### config.mk
export PLATFORM = sky130hd
export DESIGN_NAME = mem_arbiter_flat
export DESIGN_NICKNAME = d
export VERILOG_FILES = /design/src/rtl/mem_arbiter_if.sv /design/src/rtl/mem_arbiter.sv /design/src/flat_wrapper.sv
export SDC_FILE = /design/constraint.sdc
export NUM_CORES = 1
export LEC_CHECK = 0
export CAP_MARGIN = 10
export CORE_AREA = 2 2 356 358
export DETAILED_ROUTE_END_ITERATION = 7
export DIE_AREA = 0 0 358 360
export GPL_TIMING_DRIVEN = 0
export PLACE_DENSITY_LB_ADDON = 0.12
export SLEW_MARGIN = 20
export SYNTH_ARGS = -nofsm -noshare
export SYNTH_HDL_FRONTEND = slang
export SYNTH_SLANG_ARGS = --single-unit
### constraint.sdc
create_clock -name clk -period 4.41 [get_ports clk]
set_clock_uncertainty 0.2 [all_clocks]
set_input_delay 1.1025 -clock clk [delete_from_list [all_inputs] [get_ports clk]]
set_output_delay 1.1025 -clock clk [all_outputs]
set_load 0.03 [all_outputs]
### src/rtl/mem_arbiter_if.sv
// mem_arbiter_if: one memory request/response port, used for the two cache
// clients and for the shared main-memory side of the arbiter.
//   req_valid/req_ready            command handshake
//   req_addr, req_rw               beat address, 1=write 0=read
//   req_data_valid/req_data_ready  write-data handshake
//   req_data_bits, req_data_mask   write beat and byte mask
//   resp_valid, resp_data          read beat returned to the requester
// master drives requests (a cache, or the arbiter towards memory);
// slave accepts them (the arbiter towards a cache, or the memory).
interface mem_arbiter_if #(
  parameter int ADDR_BITS = 28,
  parameter int DATA_BITS = 128
) ();
  logic                   req_valid;
  logic                   req_ready;
  logic [ADDR_BITS-1:0]   req_addr;
  logic                   req_rw;
  logic                   req_data_valid;
  logic                   req_data_ready;
  logic [DATA_BITS-1:0]   req_data_bits;
  logic [DATA_BITS/8-1:0] req_data_mask;
  logic                   resp_valid;
  logic [DATA_BITS-1:0]   resp_data;

  modport master (
    output req_valid, req_addr, req_rw, req_data_valid, req_data_bits, req_data_mask,
    input  req_ready, req_data_ready, resp_valid, resp_data
  );

  modport slave (
    input  req_valid, req_addr, req_rw, req_data_valid, req_data_bits, req_data_mask,
    output req_ready, req_data_ready, resp_valid, resp_data
  );
endinterface

### src/rtl/mem_arbiter.sv
// mem_arbiter: merges the instruction-cache and data-cache memory ports onto
// one main-memory port. Commands and write data pass through combinationally;
// a write whose two handshakes complete on different cycles locks the port to
// its owner until the second one completes. Read responses come back in order
// and are steered to the issuer using a small FIFO of client IDs (0=IC, 1=DC).
// Ports:
//   clk, reset   clock, synchronous active-high reset
//   ic, dc       client ports (slave side of mem_arbiter_if)
//   mem          main-memory port (master side of mem_arbiter_if)
//   resp_error   sticky flag: a read beat arrived with no outstanding read
module mem_arbiter #(
  parameter int ADDR_BITS = 28,
  parameter int DATA_BITS = 128,
  parameter int ID_DEPTH  = 8
) (
  input  logic          clk,
  input  logic          reset,
  mem_arbiter_if.slave  ic,
  mem_arbiter_if.slave  dc,
  mem_arbiter_if.master mem,
  output logic          resp_error
);

  localparam int PTR_BITS = $clog2(ID_DEPTH);

  typedef enum logic [1:0] {
    ARB   = 2'd0,
    WDATA = 2'd1,
    WCMD  = 2'd2
  } state_t;

  state_t                 state_q, state_d;
  logic                   owner_q, owner_d;
  logic                   lastGrant_q, lastGrant_d;
  logic [ID_DEPTH-1:0]    idFifo_q;
  logic [PTR_BITS-1:0]    wrPtr_q, rdPtr_q;
  logic [PTR_BITS:0]      count_q, count_d;
  logic                   respError_q;

  logic                   icActive, dcActive, sel;
  logic                   selValid, selRw, selDataValid;
  logic [ADDR_BITS-1:0]   selAddr;
  logic [DATA_BITS-1:0]   selData;
  logic [DATA_BITS/8-1:0] selMask;
  logic                   cmdReady, dataReady, memValid, memDataValid;
  logic                   cmdFire, dataFire;
  logic                   fifoFull, fifoEmpty, push, pop, headId;

  assign fifoFull  = (count_q == (PTR_BITS+1)'(ID_DEPTH));
  assign fifoEmpty = (count_q == '0);

  // Client selection: the lock owner outside ARB; in ARB the only active
  // client, or on a tie the one that was not granted last.
  always_comb begin
    icActive = ic.req_valid | ic.req_data_valid;
    dcActive = dc.req_valid | dc.req_data_valid;
    if (state_q != ARB) begin
      sel = owner_q;
    end else if (icActive && dcActive) begin
      sel = ~lastGrant_q;
    end else begin
      sel = dcActive;
    end
    selValid     = sel ? dc.req_valid      : ic.req_valid;
    selRw        = sel ? dc.req_rw         : ic.req_rw;
    selDataValid = sel ? dc.req_data_valid : ic.req_data_valid;
    selAddr      = sel ? dc.req_addr       : ic.req_addr;
    selData      = sel ? dc.req_data_bits  : ic.req_data_bits;
    selMask      = sel ? dc.req_data_mask  : ic.req_data_mask;
  end

  // Channel gating and next-state for the write lock and grant history.
  always_comb begin
    cmdReady     = 1'b0;
    dataReady    = 1'b0;
    memValid     = 1'b0;
    memDataValid = 1'b0;
    cmdFire      = 1'b0;
    dataFire     = 1'b0;
    push         = 1'b0;
    state_d      = state_q;
    owner_d      = owner_q;
    lastGrant_d  = lastGrant_q;
    case (state_q)
      ARB: begin
        if (!selRw) begin
          // A read needs a free ID slot before the command can go out.
          memValid = selValid & ~fifoFull;
          cmdReady = mem.req_ready & ~fifoFull;
          push     = memValid & mem.req_ready;
          if (push) lastGrant_d = sel;
        end else begin
          memValid     = selValid;
          cmdReady     = mem.req_ready;
          memDataValid = selDataValid;
          dataReady    = mem.req_data_ready;
          cmdFire      = selValid & mem.req_ready;
          dataFire     = selDataValid & mem.req_data_ready;
          if (cmdFire && dataFire) begin
            lastGrant_d = sel;
          end else if (cmdFire) begin
            state_d = WDATA;
            owner_d = sel;
          end else if (dataFire) begin
            state_d = WCMD;
            owner_d = sel;
          end
        end
      end
      WDATA: begin
        memDataValid = selDataValid;
        dataReady    = mem.req_data_ready;
        if (selDataValid && mem.req_data_ready) begin
          state_d     = ARB;
          lastGrant_d = owner_q;
        end
      end
      WCMD: begin
        memValid = selValid;
        cmdReady = mem.req_ready;
        if (selValid && mem.req_ready) begin
          state_d     = ARB;
          lastGrant_d = owner_q;
        end
      end
      default: state_d = ARB;
    endcase
    if (reset) begin
      cmdReady     = 1'b0;
      dataReady    = 1'b0;
      memValid     = 1'b0;
      memDataValid = 1'b0;
      push         = 1'b0;
    end
  end

  // Forwarding: the unselected client always sees both readies low.
  assign mem.req_valid       = memValid;
  assign mem.req_data_valid  = memDataValid;
  assign mem.req_addr        = selAddr;
  assign mem.req_rw          = selRw;
  assign mem.req_data_bits   = selData;
  assign mem.req_data_mask   = selMask;
  assign ic.req_ready        = cmdReady & ~sel;
  assign dc.req_ready        = cmdReady & sel;
  assign ic.req_data_ready   = dataReady & ~sel;
  assign dc.req_data_ready   = dataReady & sel;

  // Response steering: the FIFO head names the client that issued the
  // oldest outstanding read; a beat with nothing outstanding is dropped.
  assign pop           = mem.resp_valid & ~fifoEmpty & ~reset;
  assign headId        = idFifo_q[rdPtr_q];
  assign ic.resp_valid = pop & ~headId;
  assign dc.resp_valid = pop & headId;
  assign ic.resp_data  = mem.resp_data;
  assign dc.resp_data  = mem.resp_data;
  assign resp_error    = respError_q;

  always_comb begin
    case ({push, pop})
      2'b10:   count_d = count_q + 1'b1;
      2'b01:   count_d = count_q - 1'b1;
      default: count_d = count_q;
    endcase
  end

  // State, grant history, ID FIFO and error flag.
  always_ff @(posedge clk) begin
    if (reset) begin
      state_q     <= ARB;
      owner_q     <= 1'b0;
      lastGrant_q <= 1'b0;
      wrPtr_q     <= '0;
      rdPtr_q     <= '0;
      count_q     <= '0;
      respError_q <= 1'b0;
    end else begin
      state_q     <= state_d;
      owner_q     <= owner_d;
      lastGrant_q <= lastGrant_d;
      count_q     <= count_d;
      if (push) begin
        idFifo_q[wrPtr_q] <= sel;
        wrPtr_q           <= wrPtr_q + 1'b1;
      end
      if (pop) rdPtr_q <= rdPtr_q + 1'b1;
      if (mem.resp_valid && fifoEmpty) respError_q <= 1'b1;
    end
  end

endmodule
### src/flat_wrapper.sv
// flat-port wrapper written by rule: the top's interface ports become plain ports
module mem_arbiter_flat 
#(
  parameter int ADDR_BITS = 28,
  parameter int DATA_BITS = 128,
  parameter int ID_DEPTH  = 8
)
  (clk, reset, resp_error, ic_req_valid, ic_req_addr, ic_req_rw, ic_req_data_valid, ic_req_data_bits, ic_req_data_mask, ic_req_ready, ic_req_data_ready, ic_resp_valid, ic_resp_data, dc_req_valid, dc_req_addr, dc_req_rw, dc_req_data_valid, dc_req_data_bits, dc_req_data_mask, dc_req_ready, dc_req_data_ready, dc_resp_valid, dc_resp_data, mem_req_valid, mem_req_addr, mem_req_rw, mem_req_data_valid, mem_req_data_bits, mem_req_data_mask, mem_req_ready, mem_req_data_ready, mem_resp_valid, mem_resp_data);
  mem_arbiter_if #(.ADDR_BITS(ADDR_BITS), .DATA_BITS(DATA_BITS)) ic_i ();
  mem_arbiter_if #(.ADDR_BITS(ADDR_BITS), .DATA_BITS(DATA_BITS)) dc_i ();
  mem_arbiter_if #(.ADDR_BITS(ADDR_BITS), .DATA_BITS(DATA_BITS)) mem_i ();
  input  logic clk;
  input  logic reset;
  output logic resp_error;
  input wire logic [$bits(ic_i.req_valid)-1:0] ic_req_valid;
  input wire logic [$bits(ic_i.req_addr)-1:0] ic_req_addr;
  input wire logic [$bits(ic_i.req_rw)-1:0] ic_req_rw;
  input wire logic [$bits(ic_i.req_data_valid)-1:0] ic_req_data_valid;
  input wire logic [$bits(ic_i.req_data_bits)-1:0] ic_req_data_bits;
  input wire logic [$bits(ic_i.req_data_mask)-1:0] ic_req_data_mask;
  output wire logic [$bits(ic_i.req_ready)-1:0] ic_req_ready;
  output wire logic [$bits(ic_i.req_data_ready)-1:0] ic_req_data_ready;
  output wire logic [$bits(ic_i.resp_valid)-1:0] ic_resp_valid;
  output wire logic [$bits(ic_i.resp_data)-1:0] ic_resp_data;
  input wire logic [$bits(dc_i.req_valid)-1:0] dc_req_valid;
  input wire logic [$bits(dc_i.req_addr)-1:0] dc_req_addr;
  input wire logic [$bits(dc_i.req_rw)-1:0] dc_req_rw;
  input wire logic [$bits(dc_i.req_data_valid)-1:0] dc_req_data_valid;
  input wire logic [$bits(dc_i.req_data_bits)-1:0] dc_req_data_bits;
  input wire logic [$bits(dc_i.req_data_mask)-1:0] dc_req_data_mask;
  output wire logic [$bits(dc_i.req_ready)-1:0] dc_req_ready;
  output wire logic [$bits(dc_i.req_data_ready)-1:0] dc_req_data_ready;
  output wire logic [$bits(dc_i.resp_valid)-1:0] dc_resp_valid;
  output wire logic [$bits(dc_i.resp_data)-1:0] dc_resp_data;
  output wire logic [$bits(mem_i.req_valid)-1:0] mem_req_valid;
  output wire logic [$bits(mem_i.req_addr)-1:0] mem_req_addr;
  output wire logic [$bits(mem_i.req_rw)-1:0] mem_req_rw;
  output wire logic [$bits(mem_i.req_data_valid)-1:0] mem_req_data_valid;
  output wire logic [$bits(mem_i.req_data_bits)-1:0] mem_req_data_bits;
  output wire logic [$bits(mem_i.req_data_mask)-1:0] mem_req_data_mask;
  input wire logic [$bits(mem_i.req_ready)-1:0] mem_req_ready;
  input wire logic [$bits(mem_i.req_data_ready)-1:0] mem_req_data_ready;
  input wire logic [$bits(mem_i.resp_valid)-1:0] mem_resp_valid;
  input wire logic [$bits(mem_i.resp_data)-1:0] mem_resp_data;
  assign ic_i.req_valid = ic_req_valid;
  assign ic_i.req_addr = ic_req_addr;
  assign ic_i.req_rw = ic_req_rw;
  assign ic_i.req_data_valid = ic_req_data_valid;
  assign ic_i.req_data_bits = ic_req_data_bits;
  assign ic_i.req_data_mask = ic_req_data_mask;
  assign ic_req_ready = ic_i.req_ready;
  assign ic_req_data_ready = ic_i.req_data_ready;
  assign ic_resp_valid = ic_i.resp_valid;
  assign ic_resp_data = ic_i.resp_data;
  assign dc_i.req_valid = dc_req_valid;
  assign dc_i.req_addr = dc_req_addr;
  assign dc_i.req_rw = dc_req_rw;
  assign dc_i.req_data_valid = dc_req_data_valid;
  assign dc_i.req_data_bits = dc_req_data_bits;
  assign dc_i.req_data_mask = dc_req_data_mask;
  assign dc_req_ready = dc_i.req_ready;
  assign dc_req_data_ready = dc_i.req_data_ready;
  assign dc_resp_valid = dc_i.resp_valid;
  assign dc_resp_data = dc_i.resp_data;
  assign mem_req_valid = mem_i.req_valid;
  assign mem_req_addr = mem_i.req_addr;
  assign mem_req_rw = mem_i.req_rw;
  assign mem_req_data_valid = mem_i.req_data_valid;
  assign mem_req_data_bits = mem_i.req_data_bits;
  assign mem_req_data_mask = mem_i.req_data_mask;
  assign mem_i.req_ready = mem_req_ready;
  assign mem_i.req_data_ready = mem_req_data_ready;
  assign mem_i.resp_valid = mem_resp_valid;
  assign mem_i.resp_data = mem_resp_data;
  mem_arbiter #(.ADDR_BITS(ADDR_BITS), .DATA_BITS(DATA_BITS), .ID_DEPTH(ID_DEPTH)) u_core (.clk(clk), .reset(reset), .ic(ic_i), .dc(dc_i), .mem(mem_i), .resp_error(resp_error));
endmodule
Yosys cells after proc, flatten, opt, wreduce, memory -nomap -nowiden
Index checks and enable logic that the tools add are counted.

Add/sub/neg operators: 4. $mul: 0. Divide/modulo/power cells: 0. Order comparisons: 3. Eq/ne operators: 12. Shift operators: 0. Multiplexer cells: 44. Bitwise gates (word level): 22. Reduce and logical (&&, ||, !) cells: 16.

Operators with widths (count): $mux W128 (1); $mux W28 (1); $mux W1 (25); $mux W16 (1); $and A1 B1 Y1 (13); $mux W2 (6); $reduce_and A5 Y1 (2); $bwmux W8 (1); $lt A3 B4 Y1 const B (2); $pmux W1 S2 (4); $pmux W4 S2 (1); $not A1 Y1 (7); $add A3 B1 Y3 const B (2); $logic_and A1 B1 Y1 (6); $ne A3 B2 Y1 const B (2); $pmux W2 S3 (1); $reduce_bool A2 Y1 (3); $add A4 B1 Y4 const B (1); $eq A2 B1 Y1 const B (2); $eq A2 B2 Y1 const B (2); $eq A4 B4 Y1 const B (1); $logic_not A4 Y1 (1); $ne A2 B1 Y1 const B (2); $ne A2 B2 Y1 const B (2); other kinds (11) (12).

Bits in registers: 23. Latch bits: 0. Bits in writable memories: 0. Memory bits (read-only): 0. Bits of input ports: 483. Output and inout bits: 438. Logic and storage cells: 109. Memories kept: 0.

Logic depth before layout (Yosys ltp)
Depth after elaboration: 12. Mapped depth: 14. Gate-level depth less buffers: 14.

Worst setup path after synthesis
Ideal clock, no wire load.

Kind: input to output. Start: input ic_req_valid. End: output dc_req_data_ready. Arrival time: 2.938 ns. Required time: 3.108 ns. Setup slack: 0.170 ns. Cell stages on the path: 6. Buffers on the path: 2. Path through: o21a_2 > nor2_4 > nor2b_1 > buf_2 > buf_2 > nor4b_1.

Longest elaborated chain between the ends: 9.

RTL lines: start: declaration (RTL line flat_wrapper.sv:15) `input wire logic [$bits(ic_i.req_valid)-1:0] ic_req_valid;`; $or A1 B1 Y1 * (RTL line mem_arbiter.sv:55) `icActive = ic.req_valid | ic.req_data_valid;`; $logic_and A1 B1 Y1 * (RTL line mem_arbiter.sv:59) `end else if (icActive && dcActive) begin`; $mux W1 * (RTL line mem_arbiter.sv:59); $mux W1 * (RTL line mem_arbiter.sv:57) `if (state_q != ARB) begin`; $mux W1 (RTL line mem_arbiter.sv:65) `selRw = sel ? dc.req_rw : ic.req_rw;`; $mux W1 (RTL line mem_arbiter.sv:86) `if (!selRw) begin`; $pmux W1 S2 (RTL line mem_arbiter.sv:84) `case (state_q)`; $mux W1 (RTL line mem_arbiter.sv:128) `if (reset) begin`; $and A1 B1 Y1 * (RTL line mem_arbiter.sv:147) `assign dc.req_data_ready = dataReady & sel;`; end: declaration (RTL line flat_wrapper.sv:32) `output wire logic [$bits(dc_i.req_data_ready)-1:0] dc_req_data_ready;`.

Mark *: on every way between the ends. The rest lies on a longest branch, timed or not.

Final worst setup path
Start: input ic_req_valid. End: output mem_req_addr[21].

Longest elaborated chain between the ends: 5.

RTL lines: $or A1 B1 Y1 (RTL line mem_arbiter.sv:55); $logic_and A1 B1 Y1 (RTL line mem_arbiter.sv:59); $mux W1 (RTL line mem_arbiter.sv:59); $mux W1 (RTL line mem_arbiter.sv:57); $mux W28 (RTL line mem_arbiter.sv:67) `selAddr = sel ? dc.req_addr : ic.req_addr;`; end: declaration (RTL line flat_wrapper.sv:36) `output wire logic [$bits(mem_i.req_addr)-1:0] mem_req_addr;`.

Every way passes these cells.

==> impl_metrics.ini <==
[final_layout]
area_growth_pct = 182.6
stdcell_count = 3429
final_cell_area_mm2 = 0.01569
layout.nets = 2270
drive_above_1_share = 0.2862

[sta]
period_minus_slack_ns = 4.283
relSlewSlack = 0.5046
hold_violations = 0
setup_viol_count_final = 0
max_freq_mhz = 233.5
finalSetupTns_ns = 0
slew_violations = 0
tightestPinTransition_ns = 0.7350
min_period_over_period = 0.9711

[critical_path]
r2r_cells = 15
arrival_ns = 2.98
crit_fanout = 10
path_cells = clkdlybuf4s15_2 -> o21a_2 -> nor2_4 -> nor2b_1 -> buf_6 -> inv_8 -> buf_4 -> nand2_1 -> nand2_1 -> clkdlybuf4s15_2
max_stage_delay_ns = 0.34
cp_num_buf_inv = 5
cp.required_ns = 3.11
crit_type = input port to primary output
end_kind = primary output
start_kind = input port
cp_slowest_cell = clkdlybuf4s15_2
cpLargestDelayFamily = buffers and inverters
crit_cells = 10
r2r_slack_ns = 0.85

[die]
die_area_mm2 = 0.1289
dieWidth_um = 358
coreArea_mm2 = 0.1249
fp.dieH_um = 360
num_io_pins = 921
start_util = 0.04444
std_cell_rows = 130

[logic_synthesis]
ys_top_cells_by_area = nand2_1, buf_4, dfxtp_1
syn_avg_cell_area_um2 = 5.694
syn_inst = 975
yosysWarnings = 0
ys_seq_area_frac = 0.09736
synth-edff-count = 8
yosysTopAreaCell = nand2_1
yosysMostFrequentCell = nand2_1
synth_top_area_frac = 0.3570
synth_ff_type = dfxtp_1
ys_async_sr_fraction = 0
ys_ff_latch = 23
ys_top_cells_by_count = nand2_1, buf_4, clkbuf_1, nor2_1, dfxtp_1
ys_types = 52
syn_area_mm2 = 0.005552
syn_nets = 1469

[pwr]
power_mw = 6.954
p_leak_nw = 6.939
power-per-cell-area_mw_per_mm2 = 443.3
ir_drop_mv = 0.1944

[clock_tree]
cts_tree = yes
clock_latency_ns = 0.26
cts-root-buf = clkbuf_16
cts_buffers = 3
ctsHtreeMaxLevel = 1
cts.path.max_buffers = 2
clk_pin_slew_ns = 0.06
cts.sinks = 23
hold_buffers = 0

[place]
placed_area_mm2 = 0.01555
port_buffers = 792
dp.cells = 3417
place_congestion = 0.7759
dp_hpwl_mm = 60.36

[worst_hold_path]
holdPathStages = 2
min_path_type = flip-flop to flip-flop

[global_route]
grt_usage = 0.09408
grt_pass1_wl_mm = 83.33
grt_max_degree = 18
grt_pass1_vias = 9277
grt_overflow = 0
antenna_found_initial = 15

[detailed_routing]
drt_iter0_markers = 287
final_antenna_net_count = 0
firstDrtPassIters = 6
via_per_inst = 2.571
routed_wl_mm = 64.62
drc = 0
wl_per_cell_um = 18.84
dr_total_vias = 8817

[run]
max_cap_violations = 0

[status]
outcome = completed
cell usage in the layout, fill, tap and decap left out, types with 4 or more instances in the layout:
cell               n
buf_4            316
nand2_1          499
nor3_1             6
nor3b_2            4
nor2_1            16
nor2b_1            4
clkbuf_8           4
clkbuf_4          14
clkbuf_16          6
o21ai_0            5
nand2_2           29
buf_6             28
diode_2            4
inv_1             11
buf_12             4
edfxtp_1           8
clkdlybuf4s15_2   21
dlygate4sd2_1     18
ha_1              10
clkdlybuf4s15_1   11
buf_2             30
clkbuf_2          30
clkdlybuf4s50_1  607
dfxtp_1           15
a21oi_1            8
clkdlybuf4s18_2    4
final cells by class:
class                           instances  area (µm²)
Clock buffer                            3       75.07
Inverter                               12       52.55
Sequential cell                        23       540.5
Clock inverter                          1       5.005
Tap cell                             1650        2064
Fill cell                           14590      109200
Timing Repair Buffer                  796        7606
Multi-Input combinational cell        641        2968
Buffer                                299        2367
Antenna cell                            4       10.01
per-stage QoR:
step	hold WS [ns]	worst slack, ns	util
floorplan	0.2668	0.1697	-
global placement	0.2654	-2.503	0.1244
detailed placement	0.2625	-2.075	0.1244
CTS	0.2789	0.001606	0.1261
global route	0.3111	-0.002588	0.1256
finish	0.2752	0.1274	0.1256
metal layers:
metal	global-route usage	routed length, µm	vias to the layer above
li1	-	-	4348
met1	0.09986	23640	3961
met3	0.04771	8108	29
met4	0.008614	499	18
met5	0	111	-
met2	0.1704	32260	461
flip-flops by register name (all words and copies together) (netlist names):
signal,count
u_core.count_q,4
u_core.idFifo_q,8
u_core.lastGrant_q,1
u_core.owner_q,1
u_core.rdPtr_q,3
u_core.resp_error,1
u_core.state_q,2
u_core.wrPtr_q,3
worst paths after layout:
| kind | end | startpoint |
|---|---|---|
| hold reg to reg | u_core.resp_error | u_core.resp_error |
| hold / removal | u_core.resp_error | u_core.resp_error |
| setup / recovery | mem_req_addr[21] | ic_req_valid |
| setup reg to reg | u_core.count_q[3] | u_core.state_q[0] |
kinds of logic after synthesis:
logic type | Yosys count | synth area share
simple gates | 584 | 0.4226
buf+inv | 311 | 0.3865
compound gates | 34 | 0.04124
flops | 23 | 0.09736
fa+ha+maj | 11 | 0.02614
mux | 7 | 0.01825
xor+xnor | 5 | 0.007890
power by group:
group          internal (mW)  switching (mW)
logic                   2.22            4.26
registers              0.251          0.0263
clock network          0.122          0.0795
worst min-delay path: cells and delay by family, from the launching register on:
kind / cells / cell delay [ns]
compound gates: 1 / 0.04
flops: 1 / 0.33
simple gates: 1 / 0.07
what timing repair did:
action / 4_1_cts / 5_1_grt
endpoints found under the setup margin: 182 / 102
gates cloned: 0 / 0
buffers inserted: 3 / 1
hold endpoints to repair: 0 / 0
pin swaps: 2 / 1
gates resized for setup: 845 / 120
No activity file was read; power rests on OpenSTA's default activity.
